==> config.mk <==
export PLATFORM = sky130hd
export DESIGN_NAME = a5_keystream_gen
export DESIGN_NICKNAME = d
export VERILOG_FILES = /design/src/rtl/a5_pkg.sv /design/src/rtl/a5_lfsr_stage.sv /design/src/rtl/a5_keystream_gen.sv
export SDC_FILE = /design/constraint.sdc
export NUM_CORES = 1
export LEC_CHECK = 0
export CORE_MARGIN = 8
export CORE_UTILIZATION = 35
export DETAILED_ROUTE_END_ITERATION = 7
export DONT_BUFFER_PORTS = 1
export PLACE_DENSITY = 0.58
export REMOVE_ABC_BUFFERS = 1
export SKIP_CTS_REPAIR_TIMING = 1
export SYNTH_ARGS = -nofsm -noshare
export SYNTH_HDL_FRONTEND = slang
export SYNTH_SLANG_ARGS = --single-unit
==> constraint.sdc <==
create_clock -name clock -period 7.05 [get_ports clock]
set_input_delay 1.0575 -clock clock [delete_from_list [all_inputs] [get_ports clock]]
set_output_delay 1.0575 -clock clock [all_outputs]
set_load 0.005 [all_outputs]
==> src/rtl/a5_pkg.sv <==
// a5_pkg: shared definitions for the A5/1-style keystream generator.
//   - a5_state_e : FSM state encoding (3 bits)
//   - default register lengths, feedback tap masks and clocking-bit indices
//   - a5_majority(): majority vote of three clock bits
//   - a5_max()    : integer max, used to size the shared phase counter
package a5_pkg;

    typedef enum logic [2:0] {
        ST_IDLE       = 3'd0,
        ST_LOAD_KEY   = 3'd1,
        ST_LOAD_FRAME = 3'd2,
        ST_WARMUP     = 3'd3,
        ST_STREAM     = 3'd4,
        ST_DONE       = 3'd5
    } a5_state_e;

    localparam int A5_KEYLEN      = 64;
    localparam int A5_FRAMENUMLEN = 22;
    localparam int A5_R1LEN       = 19;
    localparam int A5_R2LEN       = 22;
    localparam int A5_R3LEN       = 23;
    localparam logic [A5_R1LEN-1:0] A5_R1TAPS = 19'h72000;
    localparam logic [A5_R2LEN-1:0] A5_R2TAPS = 22'h300000;
    localparam logic [A5_R3LEN-1:0] A5_R3TAPS = 23'h700080;
    localparam int A5_R1CLK       = 8;
    localparam int A5_R2CLK       = 10;
    localparam int A5_R3CLK       = 10;
    localparam int A5_WARMUP      = 100;
    localparam int A5_OUTLEN      = 228;

    function automatic logic a5_majority(input logic a, input logic b, input logic c);
        return (a & b) | (a & c) | (b & c);
    endfunction

    function automatic int a5_max(input int a, input int b);
        return (a > b) ? a : b;
    endfunction

endpackage

==> src/rtl/a5_lfsr_stage.sv <==
// a5_lfsr_stage: one Fibonacci-style LFSR of the keystream generator.
// Each step shifts left by one; the new bit0 is the parity of the tapped
// bits XOR the inject bit.  clear has priority over step.
// Ports:
//   clock, reset  - clock, asynchronous active-high reset
//   clear         - synchronous clear to all-zero
//   step          - advance the register by one position
//   inject        - bit folded into the feedback (0 outside the load phases)
//   msb           - register MSB (contributes to the keystream bit)
//   clkbit        - bit CLKBIT (input to the majority vote)
//   state         - full register contents
module a5_lfsr_stage #(
    parameter int           LEN    = 19,
    parameter logic [LEN-1:0] TAPS = '0,
    parameter int           CLKBIT = 8
) (
    input  logic           clock,
    input  logic           reset,
    input  logic           clear,
    input  logic           step,
    input  logic           inject,
    output logic           msb,
    output logic           clkbit,
    output logic [LEN-1:0] state
);

    logic [LEN-1:0] state_q;
    logic [LEN-1:0] state_d;

    always_comb begin
        // NOTE: default first, so every path assigns state_d and no latch is inferred.
        state_d = state_q;
        if (clear) begin
            state_d = '0;
        end else if (step) begin
            state_d = {state_q[LEN-2:0], (^(state_q & TAPS)) ^ inject};
        end
    end

    always_ff @(posedge clock or posedge reset) begin
        // NOTE: non-blocking assignments keep every flop sampling pre-edge values.
        if (reset) begin
            state_q <= '0;
        end else begin
            state_q <= state_d;
        end
    end

    assign msb    = state_q[LEN-1];
    assign clkbit = state_q[CLKBIT];
    assign state  = state_q;

endmodule

==> src/rtl/a5_keystream_gen.sv <==
// a5_keystream_gen: A5/1-style keystream generator.
// Three LFSRs are cleared, loaded with the session key (LSB first) and the
// frame number (LSB first) under regular clocking, warmed up for WARMUP
// majority-clocked steps, then emit OUTLEN keystream bits through a
// valid/ready handshake.  done pulses for one cycle after the last bit.
// Ports:
//   clock, reset        - clock, asynchronous active-high reset
//   start               - request, sampled only in IDLE
//   key, frame          - captured on an accepted start
//   busy                - high in every state except IDLE
//   ks_valid/ks_ready   - keystream handshake; ks_bit valid while ks_valid
//   done                - one-cycle completion pulse
// Optional (macro A5_DEBUG_STATE_EN):
//   dbg_state           - {R3,R2,R1} register contents
//   dbg_phase           - FSM state code
module a5_keystream_gen
    import a5_pkg::*;
#(
    parameter int KEYLEN      = A5_KEYLEN,
    parameter int FRAMENUMLEN = A5_FRAMENUMLEN,
    parameter int R1LEN       = A5_R1LEN,
    parameter int R2LEN       = A5_R2LEN,
    parameter int R3LEN       = A5_R3LEN,
    parameter logic [R1LEN-1:0] R1TAPS = R1LEN'(A5_R1TAPS),
    parameter logic [R2LEN-1:0] R2TAPS = R2LEN'(A5_R2TAPS),
    parameter logic [R3LEN-1:0] R3TAPS = R3LEN'(A5_R3TAPS),
    parameter int R1CLK       = A5_R1CLK,
    parameter int R2CLK       = A5_R2CLK,
    parameter int R3CLK       = A5_R3CLK,
    parameter int WARMUP      = A5_WARMUP,
    parameter int OUTLEN      = A5_OUTLEN
) (
    input  logic                   clock,
    input  logic                   reset,
    input  logic                   start,
    input  logic [KEYLEN-1:0]      key,
    input  logic [FRAMENUMLEN-1:0] frame,
    output logic                   busy,
    output logic                   ks_valid,
    input  logic                   ks_ready,
    output logic                   ks_bit,
    output logic                   done
`ifdef A5_DEBUG_STATE_EN
    ,
    output logic [R1LEN+R2LEN+R3LEN-1:0] dbg_state,
    output logic [2:0]                   dbg_phase
`endif
);

    localparam int CNT_W =
        $clog2(a5_max(a5_max(KEYLEN, FRAMENUMLEN), a5_max(WARMUP, OUTLEN)) + 1);

    a5_state_e              state_q, state_d;
    logic [CNT_W-1:0]       cnt_q, cnt_d;
    logic [KEYLEN-1:0]      key_q, key_d;
    logic [FRAMENUMLEN-1:0] frame_q, frame_d;

    logic clear, step_all, step_maj, inject;
    logic key_bit, frame_bit, maj;
    logic r1_msb, r2_msb, r3_msb;
    logic r1_clk, r2_clk, r3_clk;
    logic r1_step, r2_step, r3_step;

    // Bit cnt of the shadows, as a mask so the counter width need not match
    // the index width of either shadow.
    assign key_bit   = |(key_q   & (KEYLEN'(1)      << cnt_q));
    assign frame_bit = |(frame_q & (FRAMENUMLEN'(1) << cnt_q));

    assign maj     = a5_majority(r1_clk, r2_clk, r3_clk);
    assign r1_step = step_all | (step_maj & (r1_clk == maj));
    assign r2_step = step_all | (step_maj & (r2_clk == maj));
    assign r3_step = step_all | (step_maj & (r3_clk == maj));

    always_comb begin
        state_d  = state_q;
        cnt_d    = cnt_q;
        key_d    = key_q;
        frame_d  = frame_q;
        clear    = 1'b0;
        step_all = 1'b0;
        step_maj = 1'b0;
        inject   = 1'b0;
        case (state_q)
            ST_IDLE: begin
                if (start) begin
                    key_d   = key;
                    frame_d = frame;
                    clear   = 1'b1;
                    cnt_d   = '0;
                    state_d = ST_LOAD_KEY;
                end
            end
            ST_LOAD_KEY: begin
                step_all = 1'b1;
                inject   = key_bit;
                if (cnt_q == CNT_W'(KEYLEN - 1)) begin
                    cnt_d   = '0;
                    state_d = ST_LOAD_FRAME;
                end else begin
                    cnt_d = cnt_q + CNT_W'(1);
                end
            end
            ST_LOAD_FRAME: begin
                step_all = 1'b1;
                inject   = frame_bit;
                if (cnt_q == CNT_W'(FRAMENUMLEN - 1)) begin
                    cnt_d   = '0;
                    state_d = (WARMUP == 0) ? ST_STREAM : ST_WARMUP;
                end else begin
                    cnt_d = cnt_q + CNT_W'(1);
                end
            end
            ST_WARMUP: begin
                step_maj = 1'b1;
                if (cnt_q == CNT_W'(WARMUP - 1)) begin
                    cnt_d   = '0;
                    state_d = ST_STREAM;
                end else begin
                    cnt_d = cnt_q + CNT_W'(1);
                end
            end
            ST_STREAM: begin
                // A stalled consumer freezes registers and count, so ks_bit holds.
                if (ks_ready) begin
                    step_maj = 1'b1;
                    if (cnt_q == CNT_W'(OUTLEN - 1)) begin
                        cnt_d   = '0;
                        state_d = ST_DONE;
                    end else begin
                        cnt_d = cnt_q + CNT_W'(1);
                    end
                end
            end
            ST_DONE: begin
                state_d = ST_IDLE;
            end
            default: begin
                state_d = ST_IDLE;
            end
        endcase
    end

    always_ff @(posedge clock or posedge reset) begin
        if (reset) begin
            state_q <= ST_IDLE;
            cnt_q   <= '0;
            key_q   <= '0;
            frame_q <= '0;
        end else begin
            state_q <= state_d;
            cnt_q   <= cnt_d;
            key_q   <= key_d;
            frame_q <= frame_d;
        end
    end

`ifdef A5_DEBUG_STATE_EN
    logic [R1LEN-1:0] r1_state;
    logic [R2LEN-1:0] r2_state;
    logic [R3LEN-1:0] r3_state;
`endif

    a5_lfsr_stage #(.LEN(R1LEN), .TAPS(R1TAPS), .CLKBIT(R1CLK)) u_r1 (
        .clock  (clock),
        .reset  (reset),
        .clear  (clear),
        .step   (r1_step),
        .inject (inject),
        .msb    (r1_msb),
        .clkbit (r1_clk),
`ifdef A5_DEBUG_STATE_EN
        .state  (r1_state)
`else
        .state  ()
`endif
    );

    a5_lfsr_stage #(.LEN(R2LEN), .TAPS(R2TAPS), .CLKBIT(R2CLK)) u_r2 (
        .clock  (clock),
        .reset  (reset),
        .clear  (clear),
        .step   (r2_step),
        .inject (inject),
        .msb    (r2_msb),
        .clkbit (r2_clk),
`ifdef A5_DEBUG_STATE_EN
        .state  (r2_state)
`else
        .state  ()
`endif
    );

    a5_lfsr_stage #(.LEN(R3LEN), .TAPS(R3TAPS), .CLKBIT(R3CLK)) u_r3 (
        .clock  (clock),
        .reset  (reset),
        .clear  (clear),
        .step   (r3_step),
        .inject (inject),
        .msb    (r3_msb),
        .clkbit (r3_clk),
`ifdef A5_DEBUG_STATE_EN
        .state  (r3_state)
`else
        .state  ()
`endif
    );

    assign busy     = (state_q != ST_IDLE);
    assign ks_valid = (state_q == ST_STREAM);
    assign done     = (state_q == ST_DONE);
    // Gated so ks_bit reads 0 whenever no bit is being offered.
    assign ks_bit   = ks_valid & (r1_msb ^ r2_msb ^ r3_msb);

`ifdef A5_DEBUG_STATE_EN
    assign dbg_state = {r3_state, r2_state, r1_state};
    assign dbg_phase = state_q;
`endif

endmodule

## Word-level counts from Yosys, hierarchy flattened

Cells that the tools add are included.

- Flip-flop bits (word level): 161
- Bits in latches: 0
- RAM bits: 0
- ROM bits: 0
- Input bits: 90
- Output and inout bits: 4
- Logic and storage cells: 88
- Memories: 0

- Add/sub/neg operators: 1
- Multipliers: 0
- Divide/modulo/power cells: 0
- Magnitude comparators: 0
- Eq/ne operators: 18
- Shift-type cells: 2
- Multiplexer cells: 26
- Bitwise gates (word level): 19
- Reductions and logical operators: 15

Operator list:

| cell | number |
|---|---|
| $and A64 B64 Y64 | 1 |
| $reduce_or A64 Y1 | 1 |
| $shl A1 B8 Y64 const A | 1 |
| $mux W8 | 6 |
| $mux W23 | 2 |
| $mux W22 | 2 |
| $pmux W8 S5 | 1 |
| $mux W19 | 2 |
| $reduce_xor A23 Y1 | 1 |
| $and A22 B22 Y22 | 1 |
| $reduce_or A22 Y1 | 1 |
| $reduce_xor A22 Y1 | 1 |
| $shl A1 B8 Y22 const A | 1 |
| $reduce_xor A19 Y1 | 1 |
| $mux W3 | 6 |
| $pmux W3 S5 | 1 |
| $add A8 B1 Y8 const B | 1 |
| $eq A8 B5 Y1 const B | 1 |
| $eq A8 B6 Y1 const B | 1 |
| $eq A8 B7 Y1 const B | 1 |
| $eq A8 B8 Y1 const B | 1 |
| $ne A2 B2 Y1 const B | 4 |
| $and A1 B1 Y1 | 7 |
| $eq A3 B2 Y1 const B | 2 |
| 16 further kinds | 34 |

## Longest topological paths before layout

- Depth in word-level cells: 8
- Mapped depth: 11
- Depth with buffers taken out: 9

## Modules after synthesis

Synthesis repeated with hierarchy kept, for this count alone.

- Cell total of the unflattened synthesis: 667
- Area, all modules: 7817.5 sq um

By module, submodules not included:

| module | instances | cells an instance | area each (sq um) | sequential area each (sq um) |
|---|---|---|---|---|
| a5_keystream_gen | 1 | 441 | 5068.6 | 2427.3 |
| a5_lfsr_stage at u_r3 | 1 | 82 | 987.2 | 575.6 |
| a5_lfsr_stage at u_r2 | 1 | 75 | 933.4 | 550.5 |
| a5_lfsr_stage at u_r1 | 1 | 69 | 828.3 | 475.5 |

## Least setup slack after synthesis

OpenSTA, ideal clock, no wires.

- Kind: input to register
- Start: input start
- End: register u_r1.state_q[10] (netlist: u_r1.state[10])
- Library setup time: 0.066 ns
- Arrival time: 2.167 ns
- Data required time: 6.984 ns
- Setup slack: 4.817 ns
- Stages: 6
- Path buffers: 1
- Path through: nor3_1 -> a211o_1 -> o21ai_1 -> clkbuf_1 -> nand3_1 -> nand2_1

- Longest elaborated chain between the ends: 3
- Elaborated cells on any way between the ends: 4
- Those cells by class: mux: 3; reduce/logical: 1

Ends and longest elaborated chain:

| what | line | text |
|---|---|---|
| start: declaration | a5_keystream_gen.sv:35 | `input logic start,` |
| $mux W1 * | a5_keystream_gen.sv:85 | `if (start) begin` |
| $mux W1 * | a5_keystream_gen.sv:83 | `case (state_q)` |
| $mux W19 or $reduce_bool A2 Y1 (tied branches) | - |  |
| end signal: assignment | a5_lfsr_stage.sv:45 | `state_q <= state_d;` |
| end: declaration | a5_lfsr_stage.sv:27 | `logic [LEN-1:0] state_q;` |

Mark *: on every way between the ends. The rest lies on a longest branch, timed or not.
A chain may end at the register's enable or synchronous reset.

## Worst setup path after layout

- Start: register cnt_q[0]
- End: register cnt_q[0]

- Longest elaborated chain between the ends: 4
- Elaborated cells on any way between the ends: 11
- Those cells by class: add/sub: 1; eq/ne: 4; mux: 6

Ends and longest elaborated chain:

| what | line | text |
|---|---|---|
| start: declaration | a5_keystream_gen.sv:54 | `logic [CNT_W-1:0] cnt_q, cnt_d;` |
| start signal: assignment | a5_keystream_gen.sv:151 | `cnt_q <= cnt_d;` |
| $add A8 B1 Y8 or $eq A8 B8 Y1 (tied branches) | - |  |
| $mux W8 | a5_keystream_gen.sv:126 | `if (cnt_q == CNT_W'(OUTLEN - 1)) begin` |
| $mux W8 | a5_keystream_gen.sv:124 | `if (ks_ready) begin` |
| $pmux W8 S5 * | a5_keystream_gen.sv:83 |  |

Mark *: on every way between the ends. The rest lies on a longest branch, timed or not. The select of a mux whose other input is x is not followed.

==> parameters.txt <==
Parameter                              Value

Global routing
  Tot GR Track Use    14.34%
  Via count of the first global-routing pass    5843
  Global route total overflow    0
  Largest net degree at the start of global routing    90
  Global-route wire length before repair    30.86 mm
  Initial antenna violation count    0

Placement
  Number of buffers added on ports    0
  Routability congestion estimate from global placement    0.8263
  DP Wirelength    12.40 mm

Pwr
  Maximum vdd drop    0.1839 mV
  Power density relative to cell area    364.5 nW/µm²
  Static Leakage    0.004102 µW

Timing
  Normalized max-slew margin    29.65%
  Slew Limit Fails    0
  Fin crit period    3.118 ns
  Clock tree skew after final layout    0.01259 ns
  Number of failing hold endpoints at the final stage    0
  Final critical-path share of the clock period    44.23%
  Endpoints failing setup    0
  Upper clock frequency limit    0.3207 GHz
  Hold Slack    0.4669 ns
  Sum of negative setup slack    0 ns
  RSZ-0062 raised after global routing    no
  Slew at the pin closest to its max-slew limit    1.055 ns

Setup path
  Worst path top cell family by delay    flip-flops
  Slowest cell on the critical path    dfrtp_1
  Type of the worst setup path    reg -> reg
  Worst EP required    7.30 ns
  Crit path top cell by count    nand3_1
  Max Fanout on Critical Path    31
  Arrival time reported for the critical path endpoint    3.37 ns
  CP Capture Type    register
  CP peak stage delay    1.02 ns
  Buf/Inv on CP    1
  Cell Chain, Critical Path    ha_1 -> nand2b_1 -> nor4_1 -> nand3_1 -> nand3_1 -> o21a_1 -> inv_2 -> o221ai_1 -> o21ai_0
  Register-to-register setup slack    3.93 ns
  Setup crit start kind    register

Layout
  Area added between synthesis and finish    9.058%
  Utilization after layout    38.53%
  Commonest non-fill, non-tap cells in the layout    nand2_1 (401), dfrtp_1 (161), nand3_1 (82), nor2_1 (19), o21ai_0 (19)
  FILL cells    2203
  Layout cells sized above 1    6.116%
  Commonest non-fill, non-tap cell in the layout    nand2_1
  Ant. Diodes    0
  Number of nets in the finished design    962

Logic synthesis
  Cell types with the largest area share after synthesis    dfrtp_1 (53%), nand2_1 (20%), nand3_1 (5.4%)
  Post-synthesis average cell area    8.431 µm²
  Number of warnings reported in the yosys synthesis log    0
  Share of synthesized area occupied by flip-flops and latches    52.74%
  Leading area contributor after synthesis    dfrtp_1
  Instance count of the mapped netlist    906
  Proportion of register bits with asynchronous set or reset after synthesis    100.0%
  Most frequently used flop master after synthesis    dfrtp_1
  FF+latch count, synth    161
  Number of enable-type register cells in the synthesized netlist    0
  Number of different library cells in the post-synthesis netlist    58
  Post-synth top area share    52.74%
  Post-Syn Area    7639 µm²

Clocking
  Root buf cell    clkbuf_16
  CTS tree    yes
  Worst skew pair latency    0.43 ns
  Max Buffers Root-to-Sink    2
  CTS clk-pin slew, worst paths    0.06 ns
  Num CTS Buffers    17
  Clock sinks    161
  Clock H-tree levels    4

Die
  Top-Level Pins    94
  X dimension of the die    163.7 µm
  Floorplan core area    21620 µm²
  Area enclosed by the die boundary    26810 µm²
  Starting Density    35.33%
  Rows    54
  Vertical extent of the die    163.7 µm

Routing
  Aggregate routed wire length    18.67 mm
  Remaining antenna violation count after routing    0
  First-pass iteration count of the detailed router    5
  Final routed DRC violation total    0
  Detailed Route Iter0 Violations    521
  Routed vias    5867
  Average wire per cell in the routed design    16.05 µm
  Ratio of routed vias to standard cells    5.045

Run status
  Run status    completed

Min path
  Classification of the worst-slack hold path    reg -> reg

Flow run
  Max capacitance violation total    0
==> cell type report <==
type	instances	area [µm²]	area share (%)
Sequential cell	161	4029	48.36
Multi-Input combinational cell	673	3309	39.73
Clock buffer	19	432.9	5.197
Tap cell	280	350.3	4.205
Clock inverter	13	113.9	1.367
Timing Repair Buffer	7	52.55	0.6308
Inverter	10	42.54	0.5107
==> per-layer routing <==
metal | track usage (%) | part of all wire, % | up-vias
met4 | 4.256 | 1.4 | 0
met1 | 20.39 | 50 | 2817
met5 | 0 | 0 | -
li1 | - | - | 2917
met3 | 2.757 | 3.0 | 16
met2 | 21.79 | 46 | 117
==> power by group <==
group | total (µW) | internal (µW) | switching [µW]
clock | 866 | 485 | 381
combinational | 799 | 278 | 521
sequential | 1370 | 1180 | 189
total | 3040 | 1950 | 1090
==> synth_stat cells, types with 6 or more instances <==
cell type / n
nand2_1: 402
dfrtp_1: 161
nand3_1: 82
clkbuf_1: 42
o21ai_0: 20
nor2_1: 19
a21oi_1: 13
buf_2: 13
mux2i_1: 13
nor2b_1: 10
inv_1: 9
xnor2_1: 7
a22oi_1: 6
a31oi_1: 6
o21ai_1: 6
==> cell families after synthesis <==
group,share of synthesized area [%]
mux,3.325
buf+inv,4.144
flops,52.74
simple gates,29.91
fa+ha+maj,0.3275
compound gates,8.403
xor+xnor,1.147
==> registers in the layout, summed over array words and instances (netlist names) <==
signal	cells
u_r2.state	22
key_q	64
u_r3.state	23
state_q	3
frame_q	22
u_r1.state	19
cnt_q	8
==> path summary, 6_finish.rpt <==
| path | end | start | cells past startpoint |
|---|---|---|---|
| worst max register to register | cnt_q[0]$_DFFE_PP0P_ | cnt_q[0]$_DFFE_PP0P_ | 9 |
| worst max-delay path | cnt_q[0]$_DFFE_PP0P_ | cnt_q[0]$_DFFE_PP0P_ | 9 |
| worst min-delay path | u_r2.state[15]$_DFFE_PP0P_ | u_r2.state[15]$_DFFE_PP0P_ | 2 |
| worst min register to register | u_r2.state[15]$_DFFE_PP0P_ | u_r2.state[15]$_DFFE_PP0P_ | 2 |
| min in group asynchronous | u_r2.state[13]$_DFFE_PP0P_ | reset | 1 |
| max in group asynchronous | key_q[26]$_DFFE_PP0P_ | reset | 2 |
==> stage by stage <==
| step | setup WS (ns) | instances | area, µm² | power (µW) |
|---|---|---|---|---|
| 3_3_place_gp | 4.128 | 1131 | 7784 | 2176 |
| 6_report | 3.932 | 1163 | 8330 | 3037 |
| 4_1_cts | 3.982 | 1163 | 8330 | 3071 |
| 5_1_grt | 3.720 | 1163 | 8330 | 3245 |
| 2_1_floorplan | 1.644 | 844 | 7360 | 1938 |
| 3_5_place_dp | 4.023 | 1131 | 7784 | 2192 |
==> worst register-to-register path, delay by kind of cell (launching register included) <==
kind	cells	cell delay, ns
and+or+nand+nor	4	0.76
adders and majority gates	1	0.37
AOI/OAI and AO/OA	3	0.74
buffers and inverters	1	0.06
DFF	1	1.02
(Power assumes the default switching activity.)
==> variant 1: new RTL, config.mk and constraints unchanged <==
`A5_KEYLEN`: 64 -> 128.
--- a/src/rtl/a5_pkg.sv
+++ b/src/rtl/a5_pkg.sv
@@ -15,5 +15,5 @@
     } a5_state_e;
 
-    localparam int A5_KEYLEN      = 64;
+    localparam int A5_KEYLEN      = 128;
     localparam int A5_FRAMENUMLEN = 22;
     localparam int A5_R1LEN       = 19;
Interface: changed (resized key); port bits go from 94 to 158. The function was not compared with the original's and may differ.
==> variant 1 against the unedited design <==
- via count rose by 47%
- sequential power rose by 64%
- sequential cell count rose by 64
- worst setup slack got worse by 800 ps
- first-iteration DRC count rose by 60%
- sequential share of layout area fell by 0.57 points
- global-route usage rose by 2.4 points
- design area rose by 41%
- synthesized area rose by 41%
- critical path depth rose by 1
- total power rose by 74%
- wire length rose by 66%
==> variant 1: results (changes against the unedited design) <==
.. list-table::
   :header-rows: 1

   * - Metric
     - Value
   * - Run status
     - finished, final reports clean (unchanged)
   * - DR iter-0 viols
     - 832 (was 521)
   * - Total via count in the routed design
     - 8641 (was 5867)
   * - Tapcell Cnt
     - 396 (was 280)
   * - First-pass GRT wire length
     - 49140 um (was 30860 um)
   * - Vias in the first global route
     - 8448 (was 5843)
   * - Share of the synthesized area in compound gates (AO/OA/AOI/OAI)
     - 0.1217 (was 0.08403)
   * - Area of all placed cells without fillers
     - 11780 um2 (was 8330 um2)
   * - Net Sw Frac
     - 0.3936 (was 0.3593)
   * - Portion of the layout cell area used by clock cells
     - 0.06691 (was 0.06564)
   * - Number of flip-flops and latches in the synthesized netlist
     - 225 (was 161)
   * - Met3 Routed Length
     - 1954 um (was 562 um)
   * - Worst rel slew slack
     - 0.3484 (was 0.2965)
   * - Max H-tree Level
     - 1 (was 4)
   * - Cell types with the highest counts after synthesis
     - sky130_fd_sc_hd__nand2_1 (599), sky130_fd_sc_hd__dfrtp_1 (225), sky130_fd_sc_hd__o21ai_0 (81) (was sky130_fd_sc_hd__nand2_1 (402), sky130_fd_sc_hd__dfrtp_1 (161), sky130_fd_sc_hd__nand3_1 (82))
   * - Ranking of synthesized cells by area
     - sky130_fd_sc_hd__dfrtp_1 (52%), sky130_fd_sc_hd__nand2_1 (21%), sky130_fd_sc_hd__o21ai_0 (3.8%), sky130_fd_sc_hd__clkbuf_1 (2.3%), sky130_fd_sc_hd__mux2i_1 (1.5%) (was sky130_fd_sc_hd__dfrtp_1 (53%), sky130_fd_sc_hd__nand2_1 (20%), sky130_fd_sc_hd__nand3_1 (5.4%), sky130_fd_sc_hd__clkbuf_1 (2.1%), sky130_fd_sc_hd__mux2i_1 (1.7%))
   * - Delay-heaviest family, CP
     - compound AO/OA/AOI/OAI gates (was flip-flops)
   * - Max incr delay on CP
     - 990 ps (was 1020 ps)
   * - Worst clock skew on the final layout
     - 11.86 ps (was 12.59 ps)
   * - Source-to-sink clock delay at the later pin of the worst-skew pair
     - 520 ps (was 430 ps)
   * - Half-perimeter wire length of the detailed placement result
     - 21910 um (was 12400 um)
   * - Setup Slack @ Placement
     - 3187 ps (was 4023 ps)
   * - Overall Global Routing Usage
     - 0.1672 (was 0.1434)
   * - Number of filler instances in the final layout
     - 3129 (was 2203)
   * - Synth Area in XOR/XNOR
     - 0.007329 (was 0.01147)
   * - Post-synthesis cell type count
     - 74 (was 58)
   * - Met1 routed wirelength after detailed routing
     - 15140 um (was 9327 um)
   * - Footprint of the multi-input gates
     - 4705 um2 (was 3309 um2)
   * - Total instance count after detailed placement
     - 1599 (was 1131)
   * - Multi-input combinational cell count
     - 950 (was 673)
   * - Clock network power consumption
     - 1.28 mW (was 0.866 mW)
   * - Final weighted congestion of routability-driven global placement
     - 0.8632 (was 0.8263)
[variant 1: cell types whose count changed in the layout (fill, tap and decap cells not counted), moves of 5 or more]
cell                         before  now
sky130_fd_sc_hd__mux2_1           5    0
sky130_fd_sc_hd__clkinvlp_4       5    0
sky130_fd_sc_hd__nand3_1         82   18
sky130_fd_sc_hd__clkbuf_16       17   25
sky130_fd_sc_hd__dfrtp_1        161  225
sky130_fd_sc_hd__mux2_2           0   10
sky130_fd_sc_hd__buf_4            7   13
sky130_fd_sc_hd__o21ai_0         19   81
sky130_fd_sc_hd__a31oi_1          6   12
sky130_fd_sc_hd__and3_1           2   14
sky130_fd_sc_hd__o21ai_1          5    0
sky130_fd_sc_hd__nand2_1        401  598
[variant 1: layer usage]
| metal | global-route usage | vias to the layer above |
|---|---|---|
| li1 | - | 4129 |
| met1 | 0.2569 | 4203 |
| met2 | 0.2447 | 275 |
| met3 | 0.02682 | 34 |
| met4 | 0.03020 | 0 |
| met5 | 0 | - |
[variant 1: path summary, 6_finish.rpt]
check	from	endpoint	slack, ps	cells past startpoint
setup / recovery	cnt_q[2]$_DFFE_PP0P_	u_r2.state[0]$_DFFE_PP0P_	3130	10
hold / removal	reset	frame_q[20]$_DFFE_PP0P_	470	1
setup reg to reg	cnt_q[2]$_DFFE_PP0P_	u_r2.state[0]$_DFFE_PP0P_	3130	10
hold reg to reg	key_q[3]$_DFFE_PP0P_	key_q[3]$_DFFE_PP0P_	470	2
max in group asynchronous	reset	key_q[77]$_DFFE_PP0P_	5180	2
min in group clock	key_q[3]$_DFFE_PP0P_	key_q[3]$_DFFE_PP0P_	470	2
==> variant 2: new RTL, same settings <==
Made on the original files. One comparison of `cnt_q` changes from == to >=.
--- a/src/rtl/a5_keystream_gen.sv
+++ b/src/rtl/a5_keystream_gen.sv
@@ -104,5 +104,5 @@
                 step_all = 1'b1;
                 inject   = frame_bit;
-                if (cnt_q == CNT_W'(FRAMENUMLEN - 1)) begin
+                if (cnt_q >= CNT_W'(FRAMENUMLEN - 1)) begin
                     cnt_d   = '0;
                     state_d = (WARMUP == 0) ? ST_STREAM : ST_WARMUP;
Behaviour: no difference found for any inputs over 10 cycles, from zero or initial values and one cycle with reset high; that may be too few to reach the edited logic, so the function may still have changed.
==> variant 2 against the unedited design <==
- combinational power increased by 58%
- design area increased by 2.6%
- sequential cell count unchanged
- final cell count increased by 0.69%
- total power increased by 28%
- worst setup slack improved by 24 ps
- die area increased by 1.3%
- synthesized area increased by 1.4%
- core utilization increased by 0.76 points
- wire length increased by 2.4%
- critical path type unchanged
- largest cell class unchanged
- highest routed layer unchanged
==> variant 2: results (changes against the unedited design) <==
.. list-table::
   :header-rows: 1

   * - Metric
     - Value
   * - Run status
     - finished, final reports clean (unchanged)
   * - Routed wire per std cell
     - 16.32 um (was 16.05 um)
   * - Maximum fanout count along the critical path
     - 33 (was 31)
   * - Met1 Usage GRT
     - 0.2010 (was 0.2039)
   * - Met1 routed wirelength after detailed routing
     - 9235 um (was 9327 um)
   * - Proportion of layout cells with a drive suffix above 1
     - 0.08642 (was 0.06116)
   * - Post-synthesis sequential area ratio
     - 0.5200 (was 0.5274)
   * - Worst clock skew on the final layout
     - 8.816 ps (was 12.59 ps)
   * - Global-route met3 utilization
     - 0.04013 (was 0.02757)
   * - Met2 track demand over resource in global routing
     - 0.2178 (was 0.2179)
   * - Pre-antenna DRT Iters
     - 5 (unchanged)
   * - Wire length reported by the detailed router
     - 19110 um (was 18670 um)
   * - Destination of the worst hold path
     - key_q[16]$_DFFE_PP0P_ (was u_r2.state[15]$_DFFE_PP0P_)
   * - Worst rel slew slack
     - 0.2318 (was 0.2965)
   * - Met3 Routed Length
     - 1056 um (was 562 um)
   * - Routed via count divided by cell count
     - 5.041 (was 5.045)
   * - Launch point of the critical path
     - cnt_q[2]$_DFFE_PP0P_ (was cnt_q[0]$_DFFE_PP0P_)
   * - Final critical delay including setup and external delays
     - 3094 ps (was 3118 ps)
   * - Net Sw Frac
     - 0.3900 (was 0.3593)
   * - Multiplexer share of the synthesized area
     - 0.02955 (was 0.03325)
   * - Total instance count after detailed placement
     - 1139 (was 1131)
   * - Routed Antenna Nets
     - 0 (unchanged)
   * - Worst reg2reg endpoint
     - u_r1.state[0]$_DFFE_PP0P_ (was cnt_q[0]$_DFFE_PP0P_)
   * - Final weighted congestion of routability-driven global placement
     - 0.8165 (was 0.8263)
   * - Power spent charging and discharging nets
     - 1.518 mW (was 1.091 mW)
   * - Post-synthesis cell type count
     - 68 (was 58)
   * - Delay-heaviest family, CP
     - compound AO/OA/AOI/OAI gates (was flip-flops)
   * - Synth Area in XOR/XNOR
     - 0.01017 (was 0.01147)
   * - Syn_area_per_cell
     - 8.476 um2 (was 8.431 um2)
   * - DR iter-0 viols
     - 530 (was 521)
   * - Setup Slack @ Placement
     - 4021 ps (was 4023 ps)
   * - Cell types with the highest counts after synthesis
     - sky130_fd_sc_hd__nand2_1 (399), sky130_fd_sc_hd__dfrtp_1 (161), sky130_fd_sc_hd__o21ai_0 (77) (was sky130_fd_sc_hd__nand2_1 (402), sky130_fd_sc_hd__dfrtp_1 (161), sky130_fd_sc_hd__nand3_1 (82))
   * - Half-perimeter wire length of the detailed placement result
     - 12900 um (was 12400 um)
   * - Combinational group share of total power
     - 0.323 (was 0.263)
   * - Adder-cell share of the synthesized area
     - 0.004845 (was 0.003276)
   * - Post-place instance area
     - 7893 um2 (was 7784 um2)
   * - Crit path DAT
     - 3440 ps (was 3370 ps)
   * - Vias in the first global route
     - 5844 (was 5843)
variant 2: cell count changes after synthesis, moves of 4 or more:
cell	change
sky130_fd_sc_hd__buf_2	-4
sky130_fd_sc_hd__buf_4	+9
sky130_fd_sc_hd__mux2_1	-5
sky130_fd_sc_hd__mux2_2	+13
sky130_fd_sc_hd__mux2i_1	-7
sky130_fd_sc_hd__nand3_1	-59
sky130_fd_sc_hd__nor3_1	+7
sky130_fd_sc_hd__o21a_1	-4
sky130_fd_sc_hd__o21ai_0	+57
sky130_fd_sc_hd__o21ai_1	-5
variant 2: area by class of cell:
type                    count  area, um2
well taps                 280      350.3
fillers                  2244      13210
clock buffers              17      425.4
inverters                  13      53.80
repair buffers              7      52.55
clock inverters            15      230.2
flip-flops and latches    161       4029
multi-input cells         678       3407
